`config.mk`:
```
export PLATFORM = sky130hd
export DESIGN_NAME = ma_wb_stage_flat
export DESIGN_NICKNAME = d
export VERILOG_FILES = /design/src/rtl/ma_wb_stage_pkg.sv /design/src/rtl/ma_wb_stage_if.sv /design/src/rtl/ma_wb_stage_wb_resolve.sv /design/src/rtl/ma_wb_stage.sv /design/src/flat_wrapper.sv
export SDC_FILE = /design/constraint.sdc
export NUM_CORES = 1
export LEC_CHECK = 0
export ABC_AREA = 1
export CAP_MARGIN = 0
export CORE_ASPECT_RATIO = 2
export CORE_MARGIN = 1
export CORE_UTILIZATION = 45
export DETAILED_ROUTE_END_ITERATION = 7
export GPL_ROUTABILITY_DRIVEN = 0
export PLACE_DENSITY = 0.7
export SYNTH_ARGS = -nofsm -noshare
export SYNTH_HDL_FRONTEND = slang
export SYNTH_HIERARCHICAL = 1
export SYNTH_SLANG_ARGS = --single-unit
```
`constraint.sdc`:
```
create_clock -name i_clk -period 4.7 [get_ports i_clk]
set_clock_uncertainty 0.05 [all_clocks]
set_input_delay 1.175 -clock i_clk [delete_from_list [all_inputs] [get_ports i_clk]]
set_output_delay 1.175 -clock i_clk [all_outputs]
set_load 0.005 [all_outputs]
```
`src/rtl/ma_wb_stage_pkg.sv`:
```
// Shared pipeline definitions for the MEM->WB boundary: destination-select
// encodings, the link register number and a small occupancy helper.
package ma_wb_stage_pkg;

  localparam logic [1:0] DST_RT   = 2'b00;
  localparam logic [1:0] DST_RD   = 2'b01;
  localparam logic [1:0] DST_LINK = 2'b10;
  localparam logic [1:0] DST_NONE = 2'b11;

  localparam int LINK_REG = 31;

  function automatic logic [1:0] occ_count(input logic main_vld, input logic skid_vld);
    return {1'b0, main_vld} + {1'b0, skid_vld};
  endfunction

endpackage

```
`src/rtl/ma_wb_stage_if.sv`:
```
// MEM->WB stage bus. Both sides use valid/ready: a transfer happens on a cycle
// where valid and ready are both 1; valid never waits on ready.
interface ma_wb_stage_if #(
  parameter int NBITS     = 32,
  parameter int NREG_BITS = 5
);
  logic                 i_valid;
  logic                 o_ready;
  logic [1:0]           i_flg_ALU_dst;
  logic                 i_flg_mem_op;
  logic [NBITS-1:0]     i_ALU_rslt;
  logic [NBITS-1:0]     i_data;
  logic [NREG_BITS-1:0] i_rd;
  logic [NREG_BITS-1:0] i_rt;
  logic                 i_flush;
  logic                 o_valid;
  logic                 i_ready;
  logic                 o_wb_en;
  logic [NREG_BITS-1:0] o_wb_addr;
  logic [NBITS-1:0]     o_wb_data;
  logic [1:0]           o_occupancy;

  modport slave (
    input  i_valid, i_flg_ALU_dst, i_flg_mem_op, i_ALU_rslt, i_data, i_rd, i_rt,
           i_flush, i_ready,
    output o_ready, o_valid, o_wb_en, o_wb_addr, o_wb_data, o_occupancy
  );

  modport master (
    output i_valid, i_flg_ALU_dst, i_flg_mem_op, i_ALU_rslt, i_data, i_rd, i_rt,
           i_flush, i_ready,
    input  o_ready, o_valid, o_wb_en, o_wb_addr, o_wb_data, o_occupancy
  );
endinterface

```
`src/rtl/ma_wb_stage_wb_resolve.sv`:
```
// Turns the head entry's stored fields into the register-file write:
// destination register, write data and the write strobe.
module wb_resolve
  import ma_wb_stage_pkg::*;
#(
  parameter int NBITS     = 32,
  parameter int NREG_BITS = 5
) (
  input  logic                 valid_i,
  input  logic                 ready_i,
  input  logic [1:0]           alu_dst_i,
  input  logic                 mem_op_i,
  input  logic [NBITS-1:0]     alu_rslt_i,
  input  logic [NBITS-1:0]     data_i,
  input  logic [NREG_BITS-1:0] rd_i,
  input  logic [NREG_BITS-1:0] rt_i,
  output logic                 wb_en_o,
  output logic [NREG_BITS-1:0] wb_addr_o,
  output logic [NBITS-1:0]     wb_data_o
);

  always_comb begin
    wb_addr_o = rt_i;
    case (alu_dst_i)
      DST_RD:   wb_addr_o = rd_i;
      DST_LINK: wb_addr_o = NREG_BITS'(LINK_REG);
      default:  wb_addr_o = rt_i;
    endcase
  end

  assign wb_data_o = mem_op_i ? data_i : alu_rslt_i;

  // Register 0 is hardwired, so a write to it is suppressed here.
  assign wb_en_o = valid_i & ready_i & (alu_dst_i != DST_NONE) & (wb_addr_o != '0);

endmodule

```
`src/rtl/ma_wb_stage.sv`:
```
// MEM->WB pipeline register built as a 2-entry skid buffer (main + skid) with
// a registered o_ready, feeding the write-back resolve logic from the main entry.
module ma_wb_stage
  import ma_wb_stage_pkg::*;
#(
  parameter int NBITS     = 32,
  parameter int NREG_BITS = 5
) (
  input logic          i_clk,
  input logic          i_rst,
  ma_wb_stage_if.slave bus
);

  typedef struct packed {
    logic [1:0]           alu_dst;
    logic                 mem_op;
    logic [NBITS-1:0]     alu_rslt;
    logic [NBITS-1:0]     data;
    logic [NREG_BITS-1:0] rd;
    logic [NREG_BITS-1:0] rt;
  } entry_t;

  entry_t main_q, main_d, skid_q, skid_d, in_entry;
  logic   main_vld_q, main_vld_d, skid_vld_q, skid_vld_d, ready_q, ready_d;
  logic   accept, consume;

  assign in_entry = '{alu_dst: bus.i_flg_ALU_dst, mem_op: bus.i_flg_mem_op,
                      alu_rslt: bus.i_ALU_rslt, data: bus.i_data,
                      rd: bus.i_rd, rt: bus.i_rt};

  assign accept  = bus.i_valid & ready_q;
  assign consume = main_vld_q & bus.i_ready;

  always_comb begin
    main_d     = main_q;
    skid_d     = skid_q;
    main_vld_d = main_vld_q;
    skid_vld_d = skid_vld_q;
    if (bus.i_flush) begin
      main_vld_d = 1'b0;
      skid_vld_d = 1'b0;
    end else if (skid_vld_q) begin
      // ready_q is 0 here, so only a consume can happen.
      if (consume) begin
        main_d     = skid_q;
        skid_vld_d = 1'b0;
      end
    end else if (main_vld_q) begin
      case ({accept, consume})
        2'b11: main_d = in_entry;
        2'b10: begin
          skid_d     = in_entry;
          skid_vld_d = 1'b1;
        end
        2'b01: main_vld_d = 1'b0;
        default: ;
      endcase
    end else if (accept) begin
      main_d     = in_entry;
      main_vld_d = 1'b1;
    end
    ready_d = ~skid_vld_d;
  end

  always_ff @(posedge i_clk) begin
    if (i_rst) begin
      main_q     <= '0;
      skid_q     <= '0;
      main_vld_q <= 1'b0;
      skid_vld_q <= 1'b0;
      ready_q    <= 1'b1;
    end else begin
      main_q     <= main_d;
      skid_q     <= skid_d;
      main_vld_q <= main_vld_d;
      skid_vld_q <= skid_vld_d;
      ready_q    <= ready_d;
    end
  end

  assign bus.o_ready     = ready_q;
  assign bus.o_valid     = main_vld_q;
  assign bus.o_occupancy = occ_count(main_vld_q, skid_vld_q);

  wb_resolve #(.NBITS(NBITS), .NREG_BITS(NREG_BITS)) u_wb_resolve (
    .valid_i    (main_vld_q),
    .ready_i    (bus.i_ready),
    .alu_dst_i  (main_q.alu_dst),
    .mem_op_i   (main_q.mem_op),
    .alu_rslt_i (main_q.alu_rslt),
    .data_i     (main_q.data),
    .rd_i       (main_q.rd),
    .rt_i       (main_q.rt),
    .wb_en_o    (bus.o_wb_en),
    .wb_addr_o  (bus.o_wb_addr),
    .wb_data_o  (bus.o_wb_data)
  );

endmodule

```
`src/flat_wrapper.sv`:
```
// flat-port wrapper written by rule: the top's interface ports become plain ports
module ma_wb_stage_flat import ma_wb_stage_pkg::*;
#(
  parameter int NBITS     = 32,
  parameter int NREG_BITS = 5
)
  (i_clk, i_rst, bus_i_valid, bus_i_flg_ALU_dst, bus_i_flg_mem_op, bus_i_ALU_rslt, bus_i_data, bus_i_rd, bus_i_rt, bus_i_flush, bus_i_ready, bus_o_ready, bus_o_valid, bus_o_wb_en, bus_o_wb_addr, bus_o_wb_data, bus_o_occupancy);
  ma_wb_stage_if #(.NBITS(NBITS), .NREG_BITS(NREG_BITS)) bus_i ();
  input logic i_clk;
  input logic i_rst;
  input wire logic [$bits(bus_i.i_valid)-1:0] bus_i_valid;
  input wire logic [$bits(bus_i.i_flg_ALU_dst)-1:0] bus_i_flg_ALU_dst;
  input wire logic [$bits(bus_i.i_flg_mem_op)-1:0] bus_i_flg_mem_op;
  input wire logic [$bits(bus_i.i_ALU_rslt)-1:0] bus_i_ALU_rslt;
  input wire logic [$bits(bus_i.i_data)-1:0] bus_i_data;
  input wire logic [$bits(bus_i.i_rd)-1:0] bus_i_rd;
  input wire logic [$bits(bus_i.i_rt)-1:0] bus_i_rt;
  input wire logic [$bits(bus_i.i_flush)-1:0] bus_i_flush;
  input wire logic [$bits(bus_i.i_ready)-1:0] bus_i_ready;
  output wire logic [$bits(bus_i.o_ready)-1:0] bus_o_ready;
  output wire logic [$bits(bus_i.o_valid)-1:0] bus_o_valid;
  output wire logic [$bits(bus_i.o_wb_en)-1:0] bus_o_wb_en;
  output wire logic [$bits(bus_i.o_wb_addr)-1:0] bus_o_wb_addr;
  output wire logic [$bits(bus_i.o_wb_data)-1:0] bus_o_wb_data;
  output wire logic [$bits(bus_i.o_occupancy)-1:0] bus_o_occupancy;
  assign bus_i.i_valid = bus_i_valid;
  assign bus_i.i_flg_ALU_dst = bus_i_flg_ALU_dst;
  assign bus_i.i_flg_mem_op = bus_i_flg_mem_op;
  assign bus_i.i_ALU_rslt = bus_i_ALU_rslt;
  assign bus_i.i_data = bus_i_data;
  assign bus_i.i_rd = bus_i_rd;
  assign bus_i.i_rt = bus_i_rt;
  assign bus_i.i_flush = bus_i_flush;
  assign bus_i.i_ready = bus_i_ready;
  assign bus_o_ready = bus_i.o_ready;
  assign bus_o_valid = bus_i.o_valid;
  assign bus_o_wb_en = bus_i.o_wb_en;
  assign bus_o_wb_addr = bus_i.o_wb_addr;
  assign bus_o_wb_data = bus_i.o_wb_data;
  assign bus_o_occupancy = bus_i.o_occupancy;
  ma_wb_stage #(.NBITS(NBITS), .NREG_BITS(NREG_BITS)) u_core (.i_clk(i_clk), .i_rst(i_rst), .bus(bus_i));
endmodule
```
After elaboration in Yosys (flattened, before gate mapping):

Cells that the tools add are included.

* bits in registers: 157
* input port bits: 82
* output and inout bits: 42
* logic and storage cells: 51

* $add $sub $neg: 1
* equal/unequal tests: 8
* mux-type cells: 15
* bitwise logic cells: 7
* reductions and logical operators: 5

Operators by type and width (number)
* 77-bit two-way mux: 5
* 32-bit two-way mux: 1
* 5-bit one-hot mux with 2 select lines: 1
* 1-bit two-way mux: 8
* 4-bit AND reduction: 2
* 2-bit equality test (second input constant): 3
* 5-bit nonzero test: 1
* 1-bit bitwise AND: 4
* 2-bit by 1-bit equality test with 1-bit output (second input constant): 2
* 2-bit inequality test (second input constant): 2
* 3-bit inequality test (second input constant): 1
* 1-bit NOT: 3
* 3-bit nonzero test: 1
* 1-bit by 1-bit adder with 2-bit output: 1
* 2-bit OR reduction: 1

Depth between registers and ports, before layout:

* word-level depth: 7
* depth in mapped cells: 13
* depth with buffers taken out: 8

Hierarchy:

Netlist, hierarchy kept.

Modules (own cells, without submodules)
* ma_wb_stage: times used 1, cells each 954, area each 6776.5 µm², seq. area each 3143.0 µm²
* wb_resolve: times used 1, cells each 74, area each 704.4 µm², seq. area each 0.0 µm²

Worst setup path after synthesis:

No wires, ideal clock.

* path type: input to output
* start: in bus_i_ready
* end: out bus_o_wb_en
* arrival time: 1355 ps
* required time: 3475 ps
* setup slack: 2120 ps
* stages on the path: 2
* buffers on the path: 0
* cells stage by stage: nand3b_1 -> nor2_1

* cells in the longest elaborated chain, start to end: 3

RTL lines
* start, declared: RTL line flat_wrapper.sv:19 `input wire logic [$bits(bus_i.i_ready)-1:0] bus_i_ready;`
* 1-bit bitwise AND (3 in a row): RTL line ma_wb_stage_wb_resolve.sv:34 `assign wb_en_o = valid_i & ready_i & (alu_dst_i != DST_NONE) & (wb_addr_o != '0);`
* end, declared: RTL line flat_wrapper.sv:22 `output wire logic [$bits(bus_i.o_wb_en)-1:0] bus_o_wb_en;`

No other way between the ends.

Final worst setup path:

Same ends and word-level chain as after synthesis.

==> flow_summary.json <==
{
  "status": "completed",
  "core_sq_um": 16300,
  "cap_violations": 0,
  "slowest_stage": "clkdlybuf4s50_1",
  "synth_area_sq_um": 7480,
  "ir_worst_vdd_uv": 249,
  "fill_cells": 1570,
  "drc": 0,
  "cts_setup_buffers": 0,
  "clk_path_buf_depth": 2,
  "clkLatencyLatePin_ns": 0.41,
  "cp.arrival_ns": 2.53,
  "rsz0062_at_grt": "false",
  "grt_overflow": 0,
  "worstReg2RegStart": "u_core/skid_vld_q$_SDFF_PP0_",
  "hpwl_mm": 11.1,
  "cp_num_buf_inv": 2,
  "slew_headroom_pct": 37.8,
  "cp.required_ns": 3.47,
  "die_height_um": 184,
  "hp-start": "u_core/skid_q[62]$_SDFFE_PP0P_",
  "drive_gt1_share_pct": 7.88,
  "critPathKind": "input pin to primary output",
  "worst_pin_slew_ns": 0.933,
  "final_hold_viol_count": 0,
  "min_period_ns": 3.76,
  "postCtsHoldBufs": 0,
  "drtPass1Iterations": 5,
  "syn_avg_cell_area_sq_um": 7.28,
  "grt_pass1_vias": 6185,
  "start_util_pct": 46.0,
  "synth.net_count": 1116,
  "dpl_cell_area_sq_um": 8670,
  "grt_pass1_wl_mm": 30.7,
  "cpPeakStageDelay_ns": 0.54,
  "fin_area_sq_um": 9260,
  "cp-startpoint": "bus_i_ready",
  "path_clk_slew_ns": 0.06,
  "final.setup.tns_ns": 0,
  "via_count": 6760,
  "crit_family": "buffers and inverters",
  "dieArea_sq_um": 17200,
  "register_area_sq_um": 3150,
  "area_growth_pct": 23.8,
  "root_buffer": "clkbuf_16",
  "cts.sinks": 157,
  "finalSetupViolations": 0,
  "max_freq_mhz": 266,
  "cts_tree": "done",
  "layout.cells.non_filler": 1321,
  "cts_made_buffers": 17,
  "end_kind": "primary output",
  "cellLeakagePower_uw": 0.00370,
  "die_w_um": 93.2,
  "synth.yosys.seq_area_share_pct": 42.0,
  "startpoint_type": "input pin",
  "drtIter0Drc": 455,
  "rows": 66,
  "grt_max_degree": 81,
  "synth.distinct_cells": 24,
  "design.portCount": 124,
  "powerDensity_nw_per_um2": 356,
  "grt.total_usage_pct": 22.5,
  "antenna_left": 0,
  "worstPathMaxFanout": 4,
  "diodes": 0,
  "ys_warn_count": 6,
  "multi_input_area_sq_um": 3850,
  "worst_path_most_repeated_cell": "clkdlybuf4s50_1",
  "slew_viol_final": 0,
  "hp-class": "register to register",
  "h-tree-depth": 4,
  "antenna_found_initial": 0,
  "r2r_setup_slack_ns": 2.25,
  "nets": 1192,
  "cts_resized": 0,
  "yosys_register_bits": 157,
  "routed_wl_mm": 19.1,
  "dp.cells": 1289,
  "wire_per_inst_um": 14.5,
  "finalCritPeriodShare_pct": 80.0,
  "path_cells": "clkdlybuf4s50_1 -> nand3b_1 -> nor2_1 -> clkdlybuf4s50_1",
  "via_per_inst": 5.12,
  "io_buffers": 123,
  "synth_cells": 1028
}
## layout by cell type (no fill, tap or decap), drive strengths merged, types with 2 or more instances in the layout
cell type,count
nor2,318
nand2,177
dfxtp,157
clkdlybuf4s50,123
o21ai,81
nand3,79
a21boi,77
mux2,32
inv,26
clkbuf,18
buf,11
ha,6
clkinvlp,4
bufinv,2
clkinv,2
## where the power goes
part / internal, uW / switching, uW / total (uW)
logic: 251 / 233 / 484
clock network: 794 / 588 / 1380
registers: 1390 / 34.3 / 1430
## layout make-up
type	count	share of cell area (%)
Inverter	20	0.838
Multi-Input combinational cell	774	41.6
Tap cell	204	2.76
Timing Repair Buffer	134	14.5
Sequential cell	157	34.0
Clock buffer	18	4.64
Clock inverter	14	1.72
## layer usage
metal | global-route usage, % | part of all wire [%] | up-vias
met1 | 27.1 | 43 | 3127
li1 | - | - | 3448
met3 | 3.71 | 3.8 | 21
met5 | 0 | 0 | -
met2 | 40.2 | 51 | 164
met4 | 7.38 | 1.9 | 0
## stage by stage
stage	hold slack, ns	setup slack (ns)	power [uW]	utilization (%)
floorplan	0.399	2.12	1730	-
finish	0.431	0.940	3290	56.9
global route	0.448	0.896	3430	56.9
global placement	0.410	0.911	1940	53.3
CTS	0.436	0.912	3320	56.9
detailed placement	0.422	0.915	1940	53.3
## flip-flops by register name, indices dropped and copies added (netlist names)
register	count
u_core/bus.o_ready	1
u_core/bus.o_valid	1
u_core/main_q	77
u_core/skid_q	77
u_core/skid_vld_q	1
## cell usage after synthesis
cell      count  area, sq um
nor2_1      315         1180
nand2_1     176          661
dfxtp_1     157         3140
nand3_1      79          395
a21boi_0     77          578
o21ai_0      73          365
clkbuf_1     36          135
mux2_4       30          450
buf_2        20          100
inv_1        17         63.8
buf_6        11          124
buf_4         8         60.1
ha_1          6         75.1
o21ai_1       5         25.0
inv_2         3         11.3
nor2_2        3         18.8
o21ai_2       3         26.3
buf_1         2         7.51
mux2_2        2         22.5
a21oi_1       1         5.00
nand2_2       1         6.26
nand3b_1      1         7.51
nor3_2        1         10.0
o21a_1        1         7.51
## logic make-up (layout without fill, tap and decap cells)
kind of cell             after synthesis  after routing  share of synthesized area (%)
adder cells (fa/ha/maj)                6              6                           1.00
flip-flops                           157            157                           42.0
AO/OA/AOI/OAI                        160            160                           13.5
multiplexers                          32             32                           6.32
buffers and inverters                 97            186                           6.71
AND/OR/NAND/NOR                      576            576                           30.5
## worst reg2reg max path: cells and delay by family, from the launching register on
| kind | cells | cell delay [ns] |
|---|---|---|
| adder cells (fa/ha/maj) | 1 | 0.36 |
| buffers and inverters | 4 | 1.07 |
| AND/OR/NAND/NOR | 4 | 0.51 |
| flip-flops | 1 | 0.35 |
## final timing paths
kind / end / cells past startpoint
worst max-delay path: bus_o_wb_en / 4
worst min-delay path: u_core/skid_q[62]$_SDFFE_PP0P_ / 2
worst max register to register: u_core/main_q[74]$_SDFFE_PP0P_ / 9
worst min register to register: u_core/skid_q[62]$_SDFFE_PP0P_ / 2
(Power assumes the default switching activity.)
